### src/rtl/alu_pkg.sv
// alu_pkg: shared definitions for the ALU execute/write-back stage and the
// RAM-side controller that sits next to it.
//   - WIDTH_DEF / ADDR_W_DEF : default data width and RAM address width
//   - OP_ADD .. OP_MUL       : 3-bit opcode values
//   - state_t                : write-back FSM state encoding
package alu_pkg;

    localparam int WIDTH_DEF  = 32;
    localparam int ADDR_W_DEF = 4;

    localparam logic [2:0] OP_ADD = 3'b000;
    localparam logic [2:0] OP_SUB = 3'b001;
    localparam logic [2:0] OP_AND = 3'b010;
    localparam logic [2:0] OP_OR  = 3'b011;
    localparam logic [2:0] OP_XOR = 3'b100;
    localparam logic [2:0] OP_SLL = 3'b101;
    localparam logic [2:0] OP_SRL = 3'b110;
    localparam logic [2:0] OP_MUL = 3'b111;

    typedef enum logic [1:0] {
        ST_IDLE  = 2'd0,
        ST_MUL   = 2'd1,
        ST_WRITE = 2'd2
    } state_t;

endpackage

### src/rtl/alu_mul_iter.sv
// alu_mul_iter: iterative unsigned shift-add multiplier, one multiplier bit
// per step, WIDTH steps per product. Only the low WIDTH bits are kept.
// Ports:
//   clk, rst  : clock, synchronous active-high reset
//   load      : capture a (multiplicand) and b (multiplier), clear counter
//   step      : advance one bit
//   a, b      : operands, sampled on load
//   done      : high during the final step; prod is valid in that cycle
//   prod      : running sum including the current step's partial product
module alu_mul_iter #(
    parameter int WIDTH = 32
) (
    input  logic             clk,
    input  logic             rst,
    input  logic             load,
    input  logic             step,
    input  logic [WIDTH-1:0] a,
    input  logic [WIDTH-1:0] b,
    output logic             done,
    output logic [WIDTH-1:0] prod
);

    localparam int CNT_W = $clog2(WIDTH);

    logic [WIDTH-1:0] mcand;
    logic [WIDTH-1:0] mplier;
    logic [WIDTH-1:0] acc;
    logic [WIDTH-1:0] sum;
    logic [CNT_W-1:0] cnt;

    // Bits of mcand shifted past WIDTH only affect the discarded upper half.
    assign sum  = acc + (mplier[0] ? mcand : '0);
    assign prod = sum;
    assign done = step && (cnt == CNT_W'(WIDTH - 1));

    always_ff @(posedge clk) begin
        if (rst) begin
            mcand  <= '0;
            mplier <= '0;
            acc    <= '0;
            cnt    <= '0;
        end else if (load) begin
            mcand  <= a;
            mplier <= b;
            acc    <= '0;
            cnt    <= '0;
        end else if (step) begin
            acc    <= sum;
            mcand  <= mcand << 1;
            mplier <= mplier >> 1;
            cnt    <= cnt + 1'b1;
        end
    end

endmodule

### src/rtl/alu_wb_stage.sv
// alu_wb_stage: ALU execute / write-back stage feeding the RAM write port.
// One operation per accepted start; single-cycle ops reach WRITE the next
// cycle, MUL goes through the iterative multiplier first. The write is held
// off while r_en is high because the RAM favours reads and would drop it.
// Ports:
//   clk, rst      : clock, synchronous active-high reset
//   start         : request, accepted only when idle
//   op, a, b, dest: opcode, operands, RAM destination (sampled on accept)
//   r_en          : RAM read claim this cycle; blocks the write
//   busy          : operation in flight
//   w_en          : RAM write enable / done strobe
//   addr_w, s_ALU : RAM write address and data
//   zero          : s_ALU == 0
module alu_wb_stage
    import alu_pkg::*;
#(
    parameter int WIDTH  = WIDTH_DEF,
    parameter int ADDR_W = ADDR_W_DEF
) (
    input  logic              clk,
    input  logic              rst,
    input  logic              start,
    input  logic [2:0]        op,
    input  logic [WIDTH-1:0]  a,
    input  logic [WIDTH-1:0]  b,
    input  logic [ADDR_W-1:0] dest,
    input  logic              r_en,
    output logic              busy,
    output logic              w_en,
    output logic [ADDR_W-1:0] addr_w,
    output logic [WIDTH-1:0]  s_ALU,
    output logic              zero
);

    state_t           state;
    state_t           state_nxt;
    logic             accept;
    logic             mul_load;
    logic             mul_step;
    logic             mul_done;
    logic [WIDTH-1:0] mul_prod;
    logic [WIDTH-1:0] alu_res;

    assign accept   = (state == ST_IDLE) && start;
    assign mul_load = accept && (op == OP_MUL);
    assign mul_step = (state == ST_MUL);

    assign busy = (state != ST_IDLE);
    assign w_en = (state == ST_WRITE) && !r_en;

    always_comb begin
        alu_res = '0;
        case (op)
            OP_ADD:  alu_res = a + b;
            OP_SUB:  alu_res = a - b;
            OP_AND:  alu_res = a & b;
            OP_OR:   alu_res = a | b;
            OP_XOR:  alu_res = a ^ b;
            OP_SLL:  alu_res = a << b[4:0];
            OP_SRL:  alu_res = a >> b[4:0];
            default: alu_res = '0;
        endcase
    end

    alu_mul_iter #(.WIDTH(WIDTH)) u_mul (
        .clk  (clk),
        .rst  (rst),
        .load (mul_load),
        .step (mul_step),
        .a    (a),
        .b    (b),
        .done (mul_done),
        .prod (mul_prod)
    );

    always_comb begin
        state_nxt = state;
        case (state)
            ST_IDLE:  if (start) state_nxt = (op == OP_MUL) ? ST_MUL : ST_WRITE;
            ST_MUL:   if (mul_done) state_nxt = ST_WRITE;
            ST_WRITE: if (!r_en) state_nxt = ST_IDLE;
            default:  state_nxt = ST_IDLE;
        endcase
    end

    always_ff @(posedge clk) begin
        if (rst) begin
            state  <= ST_IDLE;
            addr_w <= '0;
            s_ALU  <= '0;
            zero   <= 1'b0;
        end else begin
            state <= state_nxt;
            if (accept) begin
                addr_w <= dest;
                if (op != OP_MUL) begin
                    s_ALU <= alu_res;
                    zero  <= (alu_res == '0);
                end
            end
            if (mul_done) begin
                s_ALU <= mul_prod;
                zero  <= (mul_prod == '0);
            end
        end
    end

endmodule
### config.mk
export PLATFORM = sky130hd
export DESIGN_NAME = alu_wb_stage
export DESIGN_NICKNAME = d
export VERILOG_FILES = /design/src/rtl/alu_pkg.sv /design/src/rtl/alu_mul_iter.sv /design/src/rtl/alu_wb_stage.sv
export SDC_FILE = /design/constraint.sdc
export NUM_CORES = 1
export LEC_CHECK = 0
export ABC_AREA = 1
export BUFFER_PORTS_ARGS = -buffer_cell sky130_fd_sc_hd__buf_2
export CAP_MARGIN = 0
export CORE_UTILIZATION = 33
export CTS_BUF_LIST = sky130_fd_sc_hd__clkbuf_4
export DETAILED_ROUTE_END_ITERATION = 10
export GPL_TIMING_DRIVEN = 0
export PLACE_DENSITY = 0.55
export SETUP_SLACK_MARGIN = 0.3
export SYNTH_ARGS = -nofsm -noshare
export SYNTH_HDL_FRONTEND = slang
export SYNTH_SLANG_ARGS = --single-unit
export TNS_END_PERCENT = 100
### constraint.sdc
create_clock -name clk -period 6.9 [get_ports clk]
set_clock_uncertainty 0.2 [all_clocks]
set_input_delay 2.07 -clock clk [delete_from_list [all_inputs] [get_ports clk]]
set_output_delay 2.07 -clock clk [all_outputs]
set_load 0.01 [all_outputs]
After elaboration in Yosys (flattened, before gate mapping) --
Index checks and enable logic that the tools add are counted.
Word-level totals: register bits 140, input port bits 75, output and inout port bits 39, logic and storage cells 64
Cells by class: add/subtract/negate cells 4, equal/unequal tests 14, shift-type cells 2, multiplexer cells 17, bitwise gates (word level) 3, reduce and logical (&&, ||, !) cells 16
Operators by type and width (count):
- 32-bit two-way mux | 8
- 32-bit case mux with 7 select lines | 1
- 32-bit adder | 2
- 32-bit zero test | 2
- 32-bit bitwise AND | 1
- 32-bit bitwise OR | 1
- 32-bit by 5-bit << shifter with 32-bit output | 1
- 32-bit by 5-bit >> shifter with 32-bit output | 1
- 32-bit subtractor | 1
- 32-bit XOR | 1
- 3-bit == test (second input constant) | 4
- 2-bit two-way mux | 4
- 2-bit nonzero test | 4
- 3-bit by 2-bit == test with 1-bit output (second input constant) | 2
- 2-bit inequality test (second input constant) | 3
- 2-bit case mux with 3 select lines | 1
- 5-bit by 1-bit adder with 5-bit output (second input constant) | 1
- 5-bit == test (second input constant) | 1
- 1-bit logical AND | 4
- 3-bit by 1-bit == test with 1-bit output (second input constant) | 1
- 3-bit zero test | 1
- 1-bit two-way mux | 3
- 3-bit inequality test (second input constant) | 1
- 3-bit AND reduction | 1
- other kinds (6) | 6

Longest topological paths before layout --
word-level depth 6, depth in mapped cells 37, depth with buffers taken out 34

By module --
A second synthesis with hierarchy kept.
Second synthesis, totals: cell total of the unflattened synthesis 3070, area, all modules 16925.0 um^2
By module, submodules not included:
- alu_wb_stage | instances 1, cells an instance 1889, area an instance 9972.1 um^2, seq. area each 780.7 um^2
- alu_mul_iter | instances 1, cells an instance 1181, area an instance 6952.9 um^2, seq. area each 2021.9 um^2

Least setup slack after synthesis --
Ideal clock, no wire load.
path kind input to register, start point input port b[1], end point register zero, data arrival time 5340 ps, slack 1296 ps, stages on the path 31, cell sequence buf_6 -> inv_4 -> buf_6 -> buf_6 -> ha_1 -> nand2_1 -> nor2_1 -> nand3_1 -> nor2_1 -> nand2_1 -> nor3_2 -> nand2_1 -> inv_1 -> nand2_1 -> o31ai_1 -> xor2_1 -> ha_1 -> a21oi_1 -> a21boi_0 -> nand2_1 -> a21oi_1 -> nand3b_1 -> nand3_1 -> nand2_1 -> nor2_1 -> nand3_1 -> nor2_1 -> nand2_1 -> nor2_1 -> nor2_1 -> nor2_1
Between the ends: longest elaborated chain between the ends 6
RTL lines:
- from (decl) | line alu_wb_stage.sv:25 | input logic [WIDTH-1:0] b,
- 32-bit subtractor (tied with other cells) | line alu_wb_stage.sv:55 | OP_SUB: alu_res = a - b;
- 32-bit case mux with 7 select lines (*) | line alu_wb_stage.sv:53 | case (op)
- 32-bit zero test (*) | line alu_wb_stage.sv:98 | zero <= (alu_res == '0);
- 1-bit two-way mux (*) | line alu_wb_stage.sv:96 | if (op != OP_MUL) begin
- 1-bit two-way mux (*) | line alu_wb_stage.sv:94 | if (accept) begin
- 1-bit two-way mux (*) | line alu_wb_stage.sv:101 | if (mul_done) begin
- to (signal assigned) | line alu_wb_stage.sv:98
- to (signal assigned) | line alu_wb_stage.sv:103 | zero <= (mul_prod == '0);
- to (decl) | line alu_wb_stage.sv:32 | output logic zero
Every way passes the cells marked *; elsewhere a longest branch is shown, timed or not. The select of a mux whose other input is x is not followed. A chain may end at the register's enable or synchronous reset.

Worst setup path in the final report --
Same ends and word-level chain as after synthesis.

==> results.yml <==
run_status:
  status: "complete, no violations"
yosys:
  synth-edff-count: 0
  synth_seq_cells: 140
  synth_flop_cell: "dfxtp_1"
  syn_area_per_cell_um2: 5.66
  synth_cell_types: 51
  syn_inst: 2857
  synth_area_um2: 16200
  synthArstFlopShare_pct: 0
  yosysWarnings: 0
  synth_fp_nets: 3064
  seq_area_frac_synth_pct: 17.3
critical_path:
  crit_path_end_kind: "register"
  worst_path_max_delay_cell: "ha_2"
  critPathKind: "in -> reg"
  crit_buf_inv: 8
  crit_family: "simple AND/OR/NAND/NOR gates"
  worstPathMaxFanout: 11
  cp-start-kind: "primary input"
  crit_top_cell: "nand2_1"
  required_ps: 7290
  crit_arrival_ps: 6820
  slowest_delay_ps: 420
power_and_ir_drop:
  powerDensity_nw_per_um2: 138
  ir_worst_vdd_v: 0.0000720
  power.leakage_nw: 9.20
timing:
  hold_violations: 0
  slew_headroom_pct: 37.4
  final_max_slew_viol_count: 0
  worstMarginPinSlew_ps: 936
  timing.hold.ws_ps: 282
  setup_viol: 0
  clock.fmax_ghz: 0.155
  rsz0062_at_grt: "no"
  fin_crit_sh_pct: 93.3
  finalCriticalPeriod_ps: 6440
grt:
  grt_pass1_wl_mm: 121
  met3_usage_pct: 5.45
  antenna_found_initial: 3
  grt-busiest-layer: "met2"
  grt_max_degree: 17
  grt.overflow.total: 0
  grt_pass1_vias: 19263
  track_usage_pct: 32.8
  met1_usage_pct: 41.9
  use_met2_pct: 52.4
run:
  maxCapViolCount: 0
routing:
  postRouteAntennaNets: 0
  drt-initial-drc-count: 2278
  drt-total-wl_mm: 82.7
  viasPerCell: 5.63
  wl_per_cell_um: 22.8
  num_vias: 20389
  drt_pre_antenna_iters: 6
  drc_errors: 0
cts:
  clk_pin_slew_worst_paths_ps: 130
  cts_buffers: 17
  clk_latency_ps: 660
  ctsHtreeMaxLevel: 4
  root_buffer: "clkbuf_4"
  cts_sinks: 140
  cts_setup_buffers: 0
  clockBufferDepth: 2
  cts_tree: "done"
finish:
  finalNonFillerCells: 3619
  fillerInstances: 5446
  syn_to_final_growth_pct: 10.1
  seqCellArea_um2: 2800
  drive_gt1_share_pct: 8.13
  layout.nets: 3195
  multi_input_area_um2: 11400
floorplan:
  die_h_um: 223
  coreArea_um2: 48000
  io_pins: 114
  die_x_um: 223
  start_util_pct: 33.6
  die_area_um2: 49900
  rows: 80
placement:
  hpwl_mm: 68.0
  port_buffers: 112
  dp.cells: 3584
  gp_congestion: 1.04
hold_path:
  min_path_type: "reg -> reg"
==> worst register-to-register path, delay by kind of cell (launching register included) <==
kind / cells / cell delay (ps)
simple gates: 15 / 1590
buf+inv: 5 / 1090
fa+ha+maj: 2 / 650
xor+xnor: 1 / 490
flops: 1 / 330
==> synth_stat cells, drive strengths merged, types with 31 or more instances <==
master | instances | share of area (%)
o211ai | 31 | 1.4
nand3 | 385 | 12
nor2 | 211 | 5.1
a21oi | 113 | 3.5
ha | 130 | 10
a31oi | 65 | 2.5
xor2 | 40 | 2.2
dfxtp | 140 | 17
nand2 | 1010 | 24
clkbuf | 64 | 1.5
o21ai | 89 | 2.8
inv | 360 | 8.4
buf | 53 | 1.9
==> final timing paths <==
path,to,start,slack (ps),cells past startpoint
max reg2reg,zero,u_mul.mplier[0],2490,23
min,u_mul.mplier[31],u_mul.mplier[31],280,2
min reg2reg,u_mul.mplier[31],u_mul.mplier[31],280,2
max,zero,b[1],460,35
==> cells in the final DEF (no fill, tap or decap), types with 10 or more instances in the layout <==
cell,n
a221oi_1,12
buf_1,10
nor3_1,21
o2111ai_1,15
clkbuf_4,18
o211ai_1,31
nand2_1,990
nand2_2,20
a21oi_1,112
inv_1,345
dfxtp_1,140
nor2_1,202
o21ai_1,16
xor2_1,40
nand3_1,383
a31oi_1,65
nand3b_1,23
o21ai_0,73
inv_2,13
clkbuf_1,64
nand4_1,29
ha_1,128
buf_2,144
==> kinds of logic after synthesis <==
logic type                 synth area share [%]
DFF                                        17.3
AOI/OAI and AO/OA                          13.6
and+or+nand+nor                            44.4
adders and majority gates                  10.3
xor gates and xnor gates                   2.22
buffers and inverters                      12.0
==> power by group <==
group | switching (mW) | leakage [nW] | total, mW | internal [mW]
Sequential | 0.0236 | 1.14 | 0.867 | 0.843
Combinational | 0.757 | 7.91 | 1.05 | 0.293
Clock | 0.355 | 0.142 | 0.544 | 0.189
==> cell type report <==
class	count	area share, %
Sequential cell	140	15.8
Tap cell	615	4.33
Buffer	117	3.12
Clock buffer	18	0.760
Inverter	369	7.81
Clock inverter	14	0.760
Antenna cell	3	0.0422
Multi-Input combinational cell	2231	64.3
Timing Repair Buffer	112	3.15
==> metal layers <==
metal  routed length, µm  vias up
li1                    -     9598
met1               35100     9527
met3                6860      213
met4                4730        2
met5                  13        -
met2               36000     1049
==> per-stage QoR <==
| step | total power [mW] | area, µm² | util (%) | setup TNS (ps) | setup slack (ps) |
|---|---|---|---|---|---|
| final | 2.46 | 17800 | 37.0 | 0 | 465 |
| after global routing | 2.58 | 17800 | 37.0 | 0 | 294 |
| after CTS | 2.44 | 17800 | 37.0 | 0 | 473 |
| after detailed placement | 1.89 | 17500 | 36.4 | -283 | -233 |
| after global placement | 1.89 | 17500 | 36.4 | -302 | -264 |
| after floorplan | 1.49 | 16200 | - | 0 | 1300 |
==> sequential cells by signal, summed over array words and instances, names as in the netlist <==
signal / flops
addr_w: 4
s_ALU: 32
u_mul.mplier: 32
u_mul.acc: 32
u_mul.mcand: 32
u_mul.cnt: 5
zero: 1
state: 2
==> repair_timing <==
item                       in CTS  in global routing
gates resized for setup         0                  7
hold endpoints to repair        0                  0
setup endpoints to repair       0                  2
hold buffers                    0                  0
(Power assumes the default switching activity.)
